==> src/rtl/rgmii_pkg.sv <==
// Shared RGMII receive definitions: FSM states, framing constants and the
// byte-wide reflected CRC-32 step.
package rgmii_pkg;

  typedef enum logic [2:0] {IDLE, PRE, HDR, PAY, FCS, DROP} state_t;

  localparam logic [7:0]  PREAMBLE    = 8'h55;
  localparam logic [7:0]  SFD         = 8'hd5;
  localparam logic [31:0] CRC_POLY    = 32'hedb88320;
  localparam logic [31:0] CRC_RESIDUE = 32'hdebb20e3;

  function automatic logic [31:0] crc32_byte(input logic [31:0] crc, input logic [7:0] data);
    logic [31:0] c;
    c = crc ^ {24'h0, data};
    for (int i = 0; i < 8; i++) c = c[0] ? ((c >> 1) ^ CRC_POLY) : (c >> 1);
    return c;
  endfunction

endpackage

==> src/rtl/rgmii_ddr_in.sv <==
// RGMII DDR capture: rebuilds one byte per clock with its valid and line-error flags.
module rgmii_ddr_in
  import rgmii_pkg::*;
(
  input  logic       clk,
  input  logic       rst_n,
  input  logic       rxctl,
  input  logic [3:0] rxd,
  output logic [7:0] data,
  output logic       bv,
  output logic       er
);

  logic [3:0] lo, hi;
  logic       dv, ctl_n;

  always_ff @(posedge clk or negedge rst_n) begin
    if (!rst_n) begin
      lo <= '0;
      dv <= 1'b0;
    end else begin
      lo <= rxd;
      dv <= rxctl;
    end
  end

  always_ff @(negedge clk or negedge rst_n) begin
    if (!rst_n) begin
      hi    <= '0;
      ctl_n <= 1'b0;
    end else begin
      hi    <= rxd;
      ctl_n <= rxctl;
    end
  end

  // Falling-edge half joins the rising-edge half one clock later
  always_ff @(posedge clk or negedge rst_n) begin
    if (!rst_n) begin
      data <= '0;
      bv   <= 1'b0;
      er   <= 1'b0;
    end else begin
      data <= {hi, lo};
      bv   <= dv;
      er   <= dv ^ ctl_n;
    end
  end

endmodule

==> src/rtl/rgmii_frame_rx.sv <==
// RGMII frame receiver: header filter, payload write into a two-bank buffer,
// FCS check, and publish of the bank holding the last good frame.
module rgmii_frame_rx
  import rgmii_pkg::*;
#(
  parameter logic [47:0] MAC_ADDR    = 48'h0088_dab8_bf08,
  parameter logic [15:0] ETHERTYPE   = 16'h1919,
  parameter int          PAYLOAD_LEN = 1024,
  parameter int          AW          = 10
) (
  input  logic          clk125,
  input  logic          rst_n,
  input  logic          rxctl,
  input  logic [3:0]    rxd,
  output logic          wr_en,
  output logic [AW:0]   wr_ad,
  output logic [7:0]    wr_data,
  output logic          idx,
  output logic [15:0]   seq,
  output logic          frame_ok,
  output logic          frame_err,
  output logic [15:0]   err_cnt
);

  localparam int BW = AW + 1;
  localparam logic [BW-1:0] HDR_LAST  = BW'(15);
  localparam logic [BW-1:0] PAY_LAST  = BW'(PAYLOAD_LEN + 15);
  localparam logic [BW-1:0] FRAME_LEN = BW'(PAYLOAD_LEN + 20);

  logic [7:0]    data;
  logic          bv, er;
  state_t        state, state_nxt;
  logic [BW-1:0] bcnt;
  logic [31:0]   crc;
  logic [15:0]   shadow;
  logic          wbank;
  logic [AW-1:0] off;
  logic          take, frame_end, drop_end, hdr_bad, good, bad, sfd;

  rgmii_ddr_in u_ddr (
    .clk   (clk125),
    .rst_n (rst_n),
    .rxctl (rxctl),
    .rxd   (rxd),
    .data  (data),
    .bv    (bv),
    .er    (er)
  );

  assign off  = AW'(bcnt - BW'(16));
  assign sfd  = (state == PRE) && bv && (data == SFD);
  assign good = frame_end && (bcnt == FRAME_LEN) && (crc == CRC_RESIDUE);
  assign bad  = drop_end || (frame_end && !good);

  always_comb begin
    hdr_bad = 1'b0;
    if (state == HDR) begin
      if (bcnt < BW'(6))        hdr_bad = data != 8'(MAC_ADDR >> {bcnt[2:0], 3'b000});
      else if (bcnt == BW'(12)) hdr_bad = data != ETHERTYPE[15:8];
      else if (bcnt == BW'(13)) hdr_bad = data != ETHERTYPE[7:0];
    end
  end

  always_ff @(posedge clk125 or negedge rst_n) begin
    if (!rst_n) state <= IDLE;
    else        state <= state_nxt;
  end

  always_comb begin
    state_nxt = state;
    take      = 1'b0;
    frame_end = 1'b0;
    drop_end  = 1'b0;
    case (state)
      IDLE: if (bv && data == PREAMBLE) state_nxt = PRE;
      PRE: begin
        if (!bv)                    state_nxt = IDLE;
        else if (data == SFD)       state_nxt = HDR;
        else if (data != PREAMBLE)  state_nxt = IDLE;
      end
      HDR, PAY, FCS: begin
        if (!bv) begin
          state_nxt = IDLE;
          frame_end = 1'b1;
        end else if (er || hdr_bad || bcnt == FRAME_LEN) begin
          state_nxt = DROP;
        end else begin
          take = 1'b1;
          if (state == HDR && bcnt == HDR_LAST) state_nxt = PAY;
          if (state == PAY && bcnt == PAY_LAST) state_nxt = FCS;
        end
      end
      DROP: begin
        if (!bv) begin
          state_nxt = IDLE;
          drop_end  = 1'b1;
        end
      end
      default: state_nxt = IDLE;
    endcase
  end

  always_ff @(posedge clk125 or negedge rst_n) begin
    if (!rst_n) begin
      bcnt      <= '0;
      crc       <= 32'hffff_ffff;
      shadow    <= '0;
      wbank     <= 1'b1;
      wr_en     <= 1'b0;
      wr_ad     <= '0;
      wr_data   <= '0;
      idx       <= 1'b0;
      seq       <= '0;
      frame_ok  <= 1'b0;
      frame_err <= 1'b0;
      err_cnt   <= '0;
    end else begin
      if (sfd) begin
        bcnt <= '0;
        crc  <= 32'hffff_ffff;
      end else if (take) begin
        bcnt <= bcnt + BW'(1);
        crc  <= crc32_byte(crc, data);
        if (bcnt == BW'(14)) shadow[7:0]  <= data;
        if (bcnt == BW'(15)) shadow[15:8] <= data;
      end
      wr_en <= take && (state == PAY);
      if (take && state == PAY) begin
        wr_ad   <= {wbank, off};
        wr_data <= data;
      end
      frame_ok  <= good;
      frame_err <= bad;
      // Only a good frame flips banks, so a bad one is overwritten by the next
      if (good) begin
        idx   <= wbank;
        wbank <= ~wbank;
        seq   <= shadow;
      end
      if (bad && err_cnt != 16'hffff) err_cnt <= err_cnt + 16'd1;
    end
  end

endmodule
==> config.mk <==
export PLATFORM = sky130hd
export DESIGN_NAME = rgmii_frame_rx
export DESIGN_NICKNAME = d
export VERILOG_FILES = /design/src/rtl/rgmii_pkg.sv /design/src/rtl/rgmii_ddr_in.sv /design/src/rtl/rgmii_frame_rx.sv
export SDC_FILE = /design/constraint.sdc
export NUM_CORES = 1
export LEC_CHECK = 0
export CAP_MARGIN = 25
export CELL_PAD_IN_SITES_DETAIL_PLACEMENT = 2
export CELL_PAD_IN_SITES_GLOBAL_PLACEMENT = 2
export CORE_ASPECT_RATIO = 1.75
export CORE_MARGIN = 3
export CORE_UTILIZATION = 30
export CTS_CLUSTER_SIZE = 25
export DETAILED_ROUTE_END_ITERATION = 16
export PLACE_DENSITY_LB_ADDON = 0.1
export SETUP_SLACK_MARGIN = 0.02
export SYNTH_ARGS = -nofsm -noshare
export SYNTH_HDL_FRONTEND = slang
export SYNTH_SLANG_ARGS = --single-unit
==> constraint.sdc <==
create_clock -name clk125 -period 7.9 [get_ports clk125]
set_input_delay 1.58 -clock clk125 [delete_from_list [all_inputs] [get_ports clk125]]
set_output_delay 1.58 -clock clk125 [all_outputs]
set_load 0.01 [all_outputs]
# [After elaboration in Yosys (flattened, before gate mapping)]
# Cells that the tools add are included.
[totals] regBits=138 in_bits=7 output_inout_bits=55 word_cells=112
[op_classes] n_addsub=3 magnitude_cmp=1 n_eq_ne=22 shifts=1 muxes=32 n_bitwise=12 n_reduce_logical=20
[op_table] operator="32-bit two-way mux" count=10
[op_table] operator="13-bit NOT with 14-bit output" count=8
[op_table] operator="11-bit by 4-bit == test with 1-bit output, second input constant" count=4
[op_table] operator="40-bit by 6-bit >> shifter with 8-bit output, first input constant" count=1
[op_table] operator="32-bit == test, second input constant" count=1
[op_table] operator="32-bit by 8-bit bitwise XOR with 32-bit output" count=1
[op_table] operator="3-bit two-way mux" count=9
[op_table] operator="11-bit == test, second input constant" count=2
[op_table] operator="11-bit two-way mux" count=2
[op_table] operator="16-bit by 1-bit adder with 16-bit output, second input constant" count=1
[op_table] operator="16-bit != test, second input constant" count=1
[op_table] operator="3-bit one-hot mux with 4 select lines" count=1
[op_table] operator="11-bit by 1-bit adder with 11-bit output, second input constant" count=1
[op_table] operator="11-bit by 3-bit less-than comparator with 1-bit output, second input constant" count=1
[op_table] operator="1-bit logical AND" count=10
[op_table] operator="1-bit two-way mux" count=10
[op_table] operator="10-bit by 5-bit subtractor with 10-bit output, second input constant" count=1
[op_table] operator="8-bit by 7-bit == test with 1-bit output, second input constant" count=1
[op_table] operator="8-bit == test, second input constant" count=1
[op_table] operator="8-bit by 5-bit != test with 1-bit output, second input constant" count=1
[op_table] operator="8-bit by 7-bit != test with 1-bit output, second input constant" count=1
[op_table] operator="8-bit != test" count=1
[op_table] operator="3-bit by 2-bit == test with 1-bit output, second input constant" count=2
[op_table] operator="3-bit == test, second input constant" count=2
[op_table] operator="13 further kinds" count=18

# [Depth between registers and ports, before layout]
[logic_depth] ltp_word=19 mapped_depth=9 mapped_depth_nobuf=8

# [Cells and area by module]
# From an unflattened synthesis, not the netlist that was laid out.
[unflattened] cells_unflattened=573 hier_area_um2=6821.5
[modules_own_cells] mod="rgmii_frame_rx" n_inst=1 cells_per_inst=552 area_each_um2=6312.3 seq_area_each_um2=2994.1
[modules_own_cells] mod="rgmii_ddr_in" n_inst=1 cells_per_inst=21 area_each_um2=509.2 seq_area_each_um2=500.5

==> results.txt <==
----------------------------------------------------
[Setup path]
  Startpoint of the most critical setup path ... rxd[1]
  Peak per-stage delay on the critical path ... 0.44 ns
  Critical Path Start Type ... input pin
  Standard cell with the maximum stage delay on the critical path ... sky130_fd_sc_hd__clkdlybuf4s50_1
  CP Data Required Time ... 4.18 ns
  Critical path capture point type ... flip-flop
  Beginning of the worst register-to-register path ... u_ddr.ctl_n
  Peak fanout along the critical path ... 2
  Worst-path cell chain ... clkdlybuf4s50_1
  Crit path buffers/inverters ... 1
  Critical path class ... input pin to flip-flop
  Arr. time, crit path ... 2.02 ns
  Top cell family by delay on the critical path ... buffers and inverters

[Detailed routing]
  Routed length per instance ... 19.5 µm
  Via-per-instance ratio ... 4.84
  Antenna-violating nets left ... 0
  DR pass1 iterations ... 4
  Total Routed Length ... 18800 µm
  First-iteration detailed-routing DRC count ... 139
  Number of vias after detailed routing ... 4671
  Residual DRC count ... 0

[Yosys]
  Post-synthesis cell count ... 598
  Sequential area share after synthesis ... 51.6%
  Synth warn ... 0
  EDFF count, synth ... 0
  Flop and latch count out of synthesis ... 138
  Top FF cell, synth ... sky130_fd_sc_hd__dfrtp_1
  Syn Std Cell Area ... 6770 µm²
  Syn_nets ... 616
  Count of cell types in the netlist ... 57
  Proportion of register bits with asynchronous set or reset after synthesis ... 100%
  Post-Synthesis Mean Instance Area ... 11.3 µm²

[Clock tree]
  TritonCTS clock tree ... done
  Resized Gates After CTS ... 0
  Number of clock sinks ... 138
  Clock buffer depth ... 2
  Number of buffers inserted for hold repair after clock tree synthesis ... 0
  Post-CTS Setup Bufs ... 0
  Clock buffer count from CTS ... 17
  Number of levels the H-tree was split into ... 4
  Clock tree root buffer cell ... sky130_fd_sc_hd__clkbuf_16
  Clock insertion delay at the later pin of the skew report ... 0.43 ns
  Clock slew seen by the registers of the worst setup and hold paths ... 0.06 ns

[Global routing]
  Tot GR Track Use ... 16.4%
  Largest net degree at the start of global routing ... 59
  Initial antenna violation count ... 0
  Number of global-route vias before repair ... 5395
  Remaining global-route overflow ... 0
  Global-route wire length before repair ... 30900 µm

[Power and ir drop]
  Total power density per cell area ... 197 nW/µm²
  Static leakage ... 3.56 nW
  Max VDD drop ... 0.000118 V

[Floorplanning]
  Placeable core area ... 22200 µm²
  DIE AREA ... 24500 µm²
  Std-Cell Rows ... 72
  Die H ... 205 µm
  I/O pin count ... 62
  Starting density of the core ... 30.5%
  Die width ... 120 µm

[Job]
  Max capacitance violation total ... 0

[Layout]
  Most frequent cells in the layout ... 100 x sky130_fd_sc_hd__dfrtp_1, 72 x sky130_fd_sc_hd__nand2_1, 60 x sky130_fd_sc_hd__clkdlybuf4s50_1, 54 x sky130_fd_sc_hd__xnor2_1, 49 x sky130_fd_sc_hd__nor2_1
  Share of cells above drive strength 1 ... 17.9%
  Antenna diode count ... 0
  Final standard cell count with taps included and fillers excluded ... 966
  Most frequent standard cell in the layout excluding fill and tap cells ... sky130_fd_sc_hd__dfrtp_1
  Number of fill cells in the layout ... 2414
  Utilization of the core after routing ... 37.4%
  Non-Filler Cell Area, Final ... 8290 µm²
  P&R area growth vs syn ... 22.5%
  Total number of nets in the final design ... 675

[Place]
  Cell Area, Placed ... 7690 µm²
  I/O Buffers ... 61
  Place WS ... 1.75 ns
  Final HPWL from detailed placement ... 13300 µm
  Global placer's final weighted congestion ... 0.733
  Number of placed instances, taps included ... 934

[STA]
  Final Hold Vio Count ... 0
  Unrepaired setup endpoints after global routing ... false
  Worst-Margin Slew ... 0.993 ns
  Final setup violating endpoints ... 0
  Final worst-path setup slack ... 2.16 ns
  Setup_tns ... 0 ns
  Layout Skew ... 0.0305 ns
  Worst slew margin relative to its limit ... 33.4%
  Total count of max-transition violations in the final report ... 0

[Status]
  Outcome ... finished clean

[Min path]
  Worst min path class ... flip-flop to flip-flop
  Hold path startpoint ... u_ddr.lo[1]

----------------------------------------------------
[synth_stat cells, types with 9 or more instances]
library cell,n,area [µm²]
sky130_fd_sc_hd__nand3_1,15,75.1
sky130_fd_sc_hd__mux2i_1,37,370
sky130_fd_sc_hd__dfstp_2,33,867
sky130_fd_sc_hd__nand4_1,9,56.3
sky130_fd_sc_hd__clkbuf_1,14,52.6
sky130_fd_sc_hd__nor2_1,49,184
sky130_fd_sc_hd__inv_1,14,52.6
sky130_fd_sc_hd__nand2_1,72,270
sky130_fd_sc_hd__mux2_4,16,240
sky130_fd_sc_hd__buf_2,11,55.1
sky130_fd_sc_hd__dfrtp_1,100,2500
sky130_fd_sc_hd__ha_1,11,138
sky130_fd_sc_hd__xnor2_1,54,473
sky130_fd_sc_hd__mux2_2,20,225
sky130_fd_sc_hd__xor2_1,42,368
sky130_fd_sc_hd__nor3_1,15,75.1
[routing by layer]
metal  vias up  GRT usage [%]  share of wire [%]
met2        66           31.1                 57
met4         0           7.33                2.8
met5         -              0                  0
li1       2158              -                  -
met1      2419           17.5                 39
met3        28           2.96                2.0
[power breakdown]
group / leakage [nW] / switching (mW) / internal (mW)
combinational: 1.51 / 0.0573 / 0.0353
sequential: 1.76 / 0.00898 / 0.713
clock: 0.282 / 0.324 / 0.497
total: 3.56 / 0.390 / 1.25
[registers in the layout, indices dropped and copies added, names as in the netlist, 3 cells and up]
signal and cells:
err_cnt 16, seq 16, u_ddr.hi 4, crc 32
wr_data 8, state 3, bcnt 11, u_ddr.lo 4
u_ddr.data 8, shadow 16, wr_ad 11
[cell type report]
cell class	count	area (µm²)	area share, %
clock inverters	14	174	2.10
flip-flops and latches	138	3490	42.1
clock buffers	18	429	5.18
inverters	14	52.6	0.634
multi-input cells	417	3100	37.4
well taps	296	370	4.47
repair buffers	69	668	8.06
[kinds of logic after synthesis]
kind of cell             after synthesis  share of synthesized area (%)
AO/OA/AOI/OAI                         32                           3.73
XOR/XNOR                              96                           12.4
adder cells (fa/ha/maj)               11                           2.03
buffers and inverters                 43                           2.70
flip-flops                           138                           51.6
multiplexers                          73                           12.3
AND/OR/NAND/NOR                      205                           15.1
[metrics by stage]
stage,hold slack [ns],total power [mW]
2_1_floorplan,0.331,0.790
3_3_place_gp,0.364,0.828
6_report,0.350,1.64
5_1_grt,0.354,1.70
3_5_place_dp,0.336,0.830
4_1_cts,0.352,1.67
[final timing paths]
path | cells after the start | endpoint | slack (ns)
max reg2reg | 1 | u_ddr.er | 3.37
max in group asynchronous | 1 | u_ddr.ctl_n | 2.66
min reg2reg | 0 | u_ddr.data[1] | 0.35
max | 1 | u_ddr.hi[1] | 2.16
min in group asynchronous | 1 | u_ddr.data[7] | 1.04
min | 0 | u_ddr.data[1] | 0.35
No activity file was read; power rests on OpenSTA's default activity.
